`config.mk`:
```
export PLATFORM = sky130hd
export DESIGN_NAME = miner_host_ctrl
export DESIGN_NICKNAME = d
export VERILOG_FILES = /design/src/rtl/miner_host_ctrl.sv
export SDC_FILE = /design/constraint.sdc
export NUM_CORES = 1
export LEC_CHECK = 0
export CORE_ASPECT_RATIO = 1.4
export CORE_MARGIN = 8
export CORE_UTILIZATION = 48
export CTS_BUF_LIST = sky130_fd_sc_hd__clkbuf_2 sky130_fd_sc_hd__clkbuf_4 sky130_fd_sc_hd__clkbuf_8
export DETAILED_ROUTE_END_ITERATION = 6
export PLACE_DENSITY = 0.85
export SKIP_CTS_REPAIR_TIMING = 1
export SLEW_MARGIN = 20
export SYNTH_ARGS = -nofsm -noshare
export SYNTH_HDL_FRONTEND = slang
export SYNTH_SLANG_ARGS = --single-unit
export TNS_END_PERCENT = 1
```
`constraint.sdc`:
```
create_clock -name clk -period 14.69 [get_ports clk]
set_input_delay 2.2035 -clock clk [delete_from_list [all_inputs] [get_ports clk]]
set_output_delay 2.2035 -clock clk [all_outputs]
set_load 0.02 [all_outputs]
```
`src/rtl/miner_host_ctrl.sv`:
```
// Host-side controller for the miner core: loads midstate/work, then steps the
// nonce each time the core reports a miss, until a hit, exhaustion or an exception.
package miner_host_pkg;
    localparam int unsigned mask_length_gp = 3;

    typedef enum logic [1:0] {
        OP_NULL = 2'd0,
        OP_REG  = 2'd1,
        OP_PC   = 2'd2,
        OP_BAR  = 2'd3
    } net_op_e;

    typedef struct packed {
        logic [9:0]  id;
        logic [1:0]  reserved;
        net_op_e     op;
        logic [9:0]  addr;
        logic [31:0] data;
    } net_packet_s;
endpackage

module miner_host_ctrl
    import miner_host_pkg::*;
#(
    parameter logic [9:0]  ID_P     = 10'd1,
    parameter int unsigned BLANK_P  = 2,
    parameter int unsigned SETTLE_P = 2
) (
    input  logic                            clk,
    input  logic                            reset,
    input  logic                            start_i,
    input  logic [255:0]                    midstate_i,
    input  logic [95:0]                     work_i,
    input  logic [31:0]                     nonce_start_i,
    input  logic [mask_length_gp-1:0]       barrier_i,
    input  logic                            exception_i,
    output logic [$bits(net_packet_s)-1:0]  net_packet_flat_o,
    output logic                            busy_o,
    output logic                            done_o,
    output logic                            found_o,
    output logic                            exhausted_o,
    output logic                            error_o,
    output logic [31:0]                     nonce_o
);

    localparam logic [9:0]  ADDR_CTRL  = 10'd24;
    localparam logic [9:0]  ADDR_CMD   = 10'd20;
    localparam logic [31:0] NULL_DATA  = 32'hFFFF_FFFE;
    localparam logic [1:0]  CMD_LDWORK  = 2'd1;
    localparam logic [1:0]  CMD_LDNONCE = 2'd2;
    localparam logic [1:0]  CMD_FINISH  = 2'd3;

    typedef enum logic [3:0] {
        IDLE, BAR, LDREG, CMD, PC, WAIT, SETTLE, NONCE, DONE
    } state_e;

    function automatic net_packet_s mk_pkt(net_op_e op, logic [9:0] addr, logic [31:0] data);
        net_packet_s p;
        p      = '0;
        p.id   = ID_P;
        p.op   = op;
        p.addr = addr;
        p.data = data;
        return p;
    endfunction

    state_e       r_state;
    net_packet_s  r_pkt;
    logic [351:0] r_ld;
    logic [3:0]   r_idx;
    logic [31:0]  r_nstart;
    logic [31:0]  r_nonce;
    logic [1:0]   r_cmd;
    logic [7:0]   r_blank;
    logic [7:0]   r_settle;
    logic         r_busy, r_done, r_found, r_exh, r_err;

    assign net_packet_flat_o = r_pkt;
    assign busy_o            = r_busy;
    assign done_o            = r_done;
    assign found_o           = r_found;
    assign exhausted_o       = r_exh;
    assign error_o           = r_err;
    assign nonce_o           = r_nonce;

    // r_state always names the packet currently held in r_pkt.
    always_ff @(posedge clk or posedge reset) begin
        if (reset) begin
            r_state  <= IDLE;
            r_pkt    <= mk_pkt(OP_NULL, ADDR_CTRL, NULL_DATA);
            r_ld     <= '0;
            r_idx    <= '0;
            r_nstart <= '0;
            r_nonce  <= '0;
            r_cmd    <= '0;
            r_blank  <= '0;
            r_settle <= '0;
            r_busy   <= 1'b0;
            r_done   <= 1'b0;
            r_found  <= 1'b0;
            r_exh    <= 1'b0;
            r_err    <= 1'b0;
        end else if (r_state == IDLE || r_state == DONE) begin
            if (start_i) begin
                r_state  <= BAR;
                r_pkt    <= mk_pkt(OP_BAR, ADDR_CTRL, 32'd7);
                r_ld     <= {midstate_i, work_i};
                r_nstart <= nonce_start_i;
                r_busy   <= 1'b1;
                r_done   <= 1'b0;
                r_found  <= 1'b0;
                r_exh    <= 1'b0;
                r_err    <= 1'b0;
            end
        end else if (exception_i) begin
            r_state <= DONE;
            r_pkt   <= mk_pkt(OP_NULL, ADDR_CTRL, NULL_DATA);
            r_busy  <= 1'b0;
            r_done  <= 1'b1;
            r_err   <= 1'b1;
        end else begin
            case (r_state)
                BAR: begin
                    r_state <= LDREG;
                    r_pkt   <= mk_pkt(OP_REG, 10'd1, r_ld[351 -: 32]);
                    r_ld    <= r_ld << 32;
                    r_idx   <= 4'd1;
                end
                LDREG: begin
                    if (r_idx == 4'd11) begin
                        r_state <= CMD;
                        r_pkt   <= mk_pkt(OP_REG, ADDR_CMD, {30'd0, CMD_LDWORK});
                        r_cmd   <= CMD_LDWORK;
                    end else begin
                        r_pkt <= mk_pkt(OP_REG, {6'd0, r_idx} + 10'd1, r_ld[351 -: 32]);
                        r_ld  <= r_ld << 32;
                        r_idx <= r_idx + 4'd1;
                    end
                end
                NONCE: begin
                    r_state <= CMD;
                    r_pkt   <= mk_pkt(OP_REG, ADDR_CMD, {30'd0, CMD_LDNONCE});
                    r_cmd   <= CMD_LDNONCE;
                end
                CMD: begin
                    r_state <= PC;
                    r_pkt   <= mk_pkt(OP_PC, 10'd0, 32'd2);
                    r_blank <= 8'(BLANK_P);
                end
                PC: begin
                    r_pkt <= mk_pkt(OP_NULL, ADDR_CTRL, NULL_DATA);
                    if (r_cmd == CMD_FINISH) begin
                        r_state <= DONE;
                        r_busy  <= 1'b0;
                        r_done  <= 1'b1;
                        r_found <= 1'b1;
                    end else begin
                        r_state <= WAIT;
                    end
                end
                WAIT: begin
                    // Blanking hides the core's stale result from before the PC packet.
                    if (r_blank != '0) begin
                        r_blank <= r_blank - 8'd1;
                    end else if (barrier_i == 3'b000) begin
                        if (r_cmd == CMD_LDWORK) begin
                            r_nonce  <= r_nstart;
                            r_state  <= SETTLE;
                            r_settle <= 8'(SETTLE_P);
                        end else if (r_nonce == 32'hFFFF_FFFF) begin
                            r_state <= DONE;
                            r_busy  <= 1'b0;
                            r_done  <= 1'b1;
                            r_exh   <= 1'b1;
                        end else begin
                            r_nonce  <= r_nonce + 32'd1;
                            r_state  <= SETTLE;
                            r_settle <= 8'(SETTLE_P);
                        end
                    end else if (barrier_i == 3'b001) begin
                        r_cmd    <= CMD_FINISH;
                        r_state  <= SETTLE;
                        r_settle <= 8'(SETTLE_P);
                    end
                end
                SETTLE: begin
                    if (r_settle > 8'd1) begin
                        r_settle <= r_settle - 8'd1;
                    end else if (r_cmd == CMD_FINISH) begin
                        r_state <= CMD;
                        r_pkt   <= mk_pkt(OP_REG, ADDR_CMD, {30'd0, CMD_FINISH});
                    end else begin
                        r_state <= NONCE;
                        r_pkt   <= mk_pkt(OP_REG, 10'd1, r_nonce);
                    end
                end
                default: begin
                    r_state <= IDLE;
                    r_pkt   <= mk_pkt(OP_NULL, ADDR_CTRL, NULL_DATA);
                end
            endcase
        end
    end

endmodule

```
After elaboration in Yosys (flattened, before gate mapping) --
Index checks and enable logic that the tools add are counted.
Word-level totals: word-level logic and storage cells 162, output and inout port bits 93, register bits 503, input bits 391
Operators by class: equal/unequal tests 37, bitwise operators 3, $add $sub $neg 5, multiplexer cells 69, reductions and logical operators 29, $lt $le $gt $ge 1
Operators by type and width (count):
- 2-to-1 mux 352 bit | 4
- case mux 352 bit (2 select lines) | 1
- case mux 56 bit (6 select lines) | 1
- 2-to-1 mux 56 bit | 4
- 2-to-1 mux 37 bit | 2
- 2-to-1 mux 32 bit | 2
- 2-to-1 mux 8 bit | 7
- 2-to-1 mux 4 bit | 12
- adder 32 x 1 -> 32 bit (second input constant) | 1
- equality test 32 bit (second input constant) | 1
- != test 4 bit (second input constant) | 8
- case mux 8 bit (2 select lines) | 2
- case mux 4 bit (7 select lines) | 1
- AND reduction 7 bit | 4
- 2-to-1 mux 1 bit | 24
- != test 2 bit (second input constant) | 11
- nonzero test 2 bit | 9
- equality test 4 x 3 -> 1 bit (second input constant) | 4
- AND reduction 4 bit | 4
- subtractor 8 x 1 -> 8 bit (second input constant) | 2
- != test 3 bit (second input constant) | 3
- equality test 4 x 2 -> 1 bit (second input constant) | 2
- equality test 4 bit (second input constant) | 2
- greater-than comparator 8 x 1 -> 1 bit (second input constant) | 1
- other kinds (24) | 32

Depth between registers and ports, before layout --
depth in word-level cells 8, depth in mapped cells 10, gate-level depth less buffers 8

Least setup slack after synthesis --
Ideal clock, no wire load.
path kind in2reg, start point input exception_i, end point register r_blank[7], path slack 10948 ps, cell stages on the path 7, arrival 3599 ps, library setup time 144 ps, path buffers 2, required time 14546 ps, cell sequence buf_1 -> nor4b_2 -> a21o_1 -> clkbuf_1 -> nand4b_1 -> xor2_1 -> nor2_1
Between the ends: word-level cells in the longest chain between the ends 2
Ends and longest elaborated chain:
- from (decl) | RTL line 36 | input logic exception_i,
- NOT 1 bit (no line)
- AND reduction 4 bit (no line)
- to (signal assigned) | RTL line 148 | r_blank <= 8'(BLANK_P);
- to (signal assigned) | RTL line 164 | r_blank <= r_blank - 8'd1;
- to (decl) | RTL line 74 | logic [7:0] r_blank;
No other way between the ends. A chain may end at the register's enable or synchronous reset.

Worst setup path in the final report --
start point input exception_i, end point register r_ld[326]
Between the ends: word-level cells in the longest chain between the ends 2
Ends and longest elaborated chain:
- != test 2 x 1 -> 1 bit (no line)
- AND reduction 4 bit (no line)
- to (signal assigned) | RTL line 107 | r_ld <= {midstate_i, work_i};
- to (signal assigned) | RTL line 126 | r_ld <= r_ld << 32;
- to (signal assigned) | RTL line 136 | r_ld <= r_ld << 32;
- to (decl) | RTL line 69 | logic [351:0] r_ld;
No other way between the ends.

==> results.json <==
{
  "outcome": "finished, final reports clean",
  "clkTransAtPathRegs_ns": 0.07,
  "whs_path_depth": 2,
  "crit_fanout": 278,
  "antenna_found_initial": 13,
  "maxSlewHeadroom": 0.150,
  "placed_area_sq_mm": 0.0273,
  "setup_viol": 0,
  "place.gp.congestion": 0.944,
  "finalCritPeriodShare": 0.416,
  "ys_types": 67,
  "slowest_stage": "buf_4",
  "remaining_drc_errors": 0,
  "yosysWarnings": 0,
  "crit_end": "r_ld[326]",
  "required_ns": 15.20,
  "start_kind": "input port",
  "reg2reg_from": "r_state[1]",
  "yosysMostFrequentCell": "nand2_1",
  "synthArstFlopShare": 1.00,
  "pwr-share-comb": 0.245,
  "p_int_mw": 2.86,
  "grt_pass1_vias": 20584,
  "layout-drive-gt1-share": 0.0809,
  "reg2reg_to": "r_ld[326]",
  "cts.sinks": 486,
  "numCtsBuffers": 75,
  "yosys-top-cells-area": "dfrtp_1 50%, nand2_1 13%, a31oi_1 9.1%, nor2_1 6.2%, dfstp_2 3.8%",
  "synth_top_cell_by_area": "dfrtp_1",
  "area_delta_synth_final_pct": 27.8,
  "rrSetupSlack_ns": 9.84,
  "dr.pass1.iters": 6,
  "synth_common_cells": "792 x nand2_1, 453 x dfrtp_1, 372 x nor2_1",
  "avgSynthCellArea_sq_um": 8.61,
  "htree_levels": 3,
  "pre_cts_ws_ns": 8.06,
  "antenna_left": 0,
  "drt_iter0_markers": 2160,
  "rows": 94,
  "ys_seq_elements": 486,
  "critPathKind": "input port to flop",
  "finalHoldViolCount": 0,
  "synth_ff_type": "dfrtp_1",
  "tightest_slew_ns": 1.28,
  "post_drt_via_cell_ratio": 5.72,
  "die_h_um": 273,
  "synth-seq-area-share": 0.539,
  "p_total_mw": 4.26,
  "drt-wirelength-per-cell_um": 20.5,
  "finClkSkew_ns": 0.0500,
  "reg2reg_depth": 8,
  "slowest_delay_ns": 0.96,
  "hold_path_class": "flop to flop",
  "p_switching_mw": 1.40,
  "worst_slack_ns": 8.57,
  "die-area_sq_mm": 0.0545,
  "crit_buf_inv": 3,
  "grt_pass1_wl_um": 115000,
  "drv_slew": 0,
  "die_w_um": 200,
  "power_density_mw_per_mm2": 147,
  "p_seq_frac": 0.476,
  "hpwl_um": 53800,
  "grt_max_degree": 279,
  "path_cells": "clkdlybuf4s50_1, or4_1, nand2_8, buf_12, buf_4, nor2_1, a31oi_1",
  "rsz0062_at_grt": "no",
  "crit_path_end_kind": "flop",
  "root_buffer": "clkbuf_8",
  "critPathLaunch": "exception_i",
  "final_area_sq_mm": 0.0289,
  "syn_inst": 2631,
  "max_freq_ghz": 0.163,
  "ir_drop_mv": 0.0714,
  "cts_buffer_depth": 3,
  "floorplan.initialDensity": 0.484,
  "drv_cap": 0,
  "coreArea_sq_mm": 0.0468,
  "clkPwrFrac": 0.279,
  "critPathTopFamily": "buffers and inverters",
  "crit_cells": 7,
  "grt-ovfl-total": 0,
  "synth_top_area_frac": 0.501,
  "nets": 3387,
  "setup_tns_ns": 0,
  "power_leakage_nw": 12.2,
  "synth_edf_count": 0,
  "insertion_delay_ns": 0.64,
  "cts_tree": "done",
  "synthesis.area_sq_mm": 0.0226,
  "finalWirelength_um": 75400,
  "grt_use_total": 0.268,
  "vias": 20994,
  "crit_arrival_ns": 6.63,
  "switching_share": 0.329,
  "io_buffers": 466,
  "io-pin-count": 484,
  "fin_crit_ns": 6.12
}
==> routing by layer <==
layer,routed length [um],global-route usage,share of wire
met5,64,0,0.00085
met4,4920,0.167,0.065
met3,6460,0.0637,0.086
met2,35900,0.430,0.48
met1,28000,0.322,0.37
==> registers in the layout (all words and copies together), names as in the netlist <==
name,cells
r_blank,8
r_settle,8
r_nstart,32
r_ld,352
r_idx,4
done_o,1
error_o,1
r_state,4
found_o,1
net_packet_flat_o,39
exhausted_o,1
busy_o,1
nonce_o,32
r_cmd,2
==> worst reg2reg max path, delay by kind of cell, from the launching register on <==
family                 cells  cell delay (ns)
AOI/OAI and AO/OA          2             0.33
buffers and inverters      2             2.00
DFF                        1             0.74
and+or+nand+nor            4             1.69
==> layout by cell type (no fill, tap or decap), types with 14 or more instances in the layout <==
master / n
nor2_1: 371
conb_1: 17
a21oi_1: 49
o21ai_0: 72
a221oi_1: 30
dfrtp_1: 453
clkdlybuf4s50_1: 466
clkbuf_8: 101
buf_4: 14
dfstp_2: 33
nand2_1: 792
a31oi_1: 329
nand3_1: 65
o22ai_1: 15
mux2_2: 33
==> power by group through the flow <==
stage,Combinational [mW],Sequential (mW),Clock (mW)
after floorplan,0.703,1.97,0
after global routing,1.16,2.07,1.27
after detailed placement,1.04,2.04,0
after global placement,1.00,2.02,0
final,1.04,2.03,1.19
after CTS,1.05,2.02,1.21
==> cells by family (layout without fill, tap and decap cells) <==
kind of cell               after synthesis  after routing  share of synthesized area
adders and majority gates                6              6                    0.00332
other                                    2             24                   0.000332
buffers and inverters                  233            629                     0.0504
DFF                                    486            486                      0.539
AOI/OAI and AO/OA                      547            547                      0.153
xor gates and xnor gates                 8              8                    0.00309
and+or+nand+nor                       1313           1313                      0.234
muxes                                   36             36                     0.0177
==> metrics by stage <==
| stage | hold slack, ns | instances | util |
|---|---|---|---|
| finish | 0.468 | 3673 | 0.618 |
| global route | 0.489 | 3673 | 0.618 |
| CTS | 0.468 | 3666 | 0.617 |
| detailed placement | 0.455 | 3537 | 0.583 |
| global placement | 0.449 | 3537 | 0.583 |
| floorplan | 0.436 | 2646 | - |
==> worst min-delay path by stage <==
stage	from	end	slack (ns)
2_1_floorplan	r_settle[7]	r_settle[7]	0.44
3_3_place_gp	r_ld[2]	r_ld[2]	0.45
3_5_place_dp	r_ld[23]	r_ld[23]	0.46
4_1_cts	r_ld[14]	r_ld[14]	0.47
5_1_grt	r_ld[25]	r_ld[25]	0.49
6_report	r_ld[12]	r_ld[12]	0.47
==> final cells by class <==
| cell class | instances | area, sq um |
|---|---|---|
| clock inverter | 16 | 119 |
| timing repair buffer | 487 | 4870 |
| clock buffer | 113 | 1480 |
| fill | 3860 | 17900 |
| antenna | 7 | 17.5 |
| sequential | 486 | 12200 |
| tap | 624 | 781 |
| inverter | 13 | 52.6 |
| multi-input combinational | 1927 | 9410 |
No activity file was read; power rests on OpenSTA's default activity.
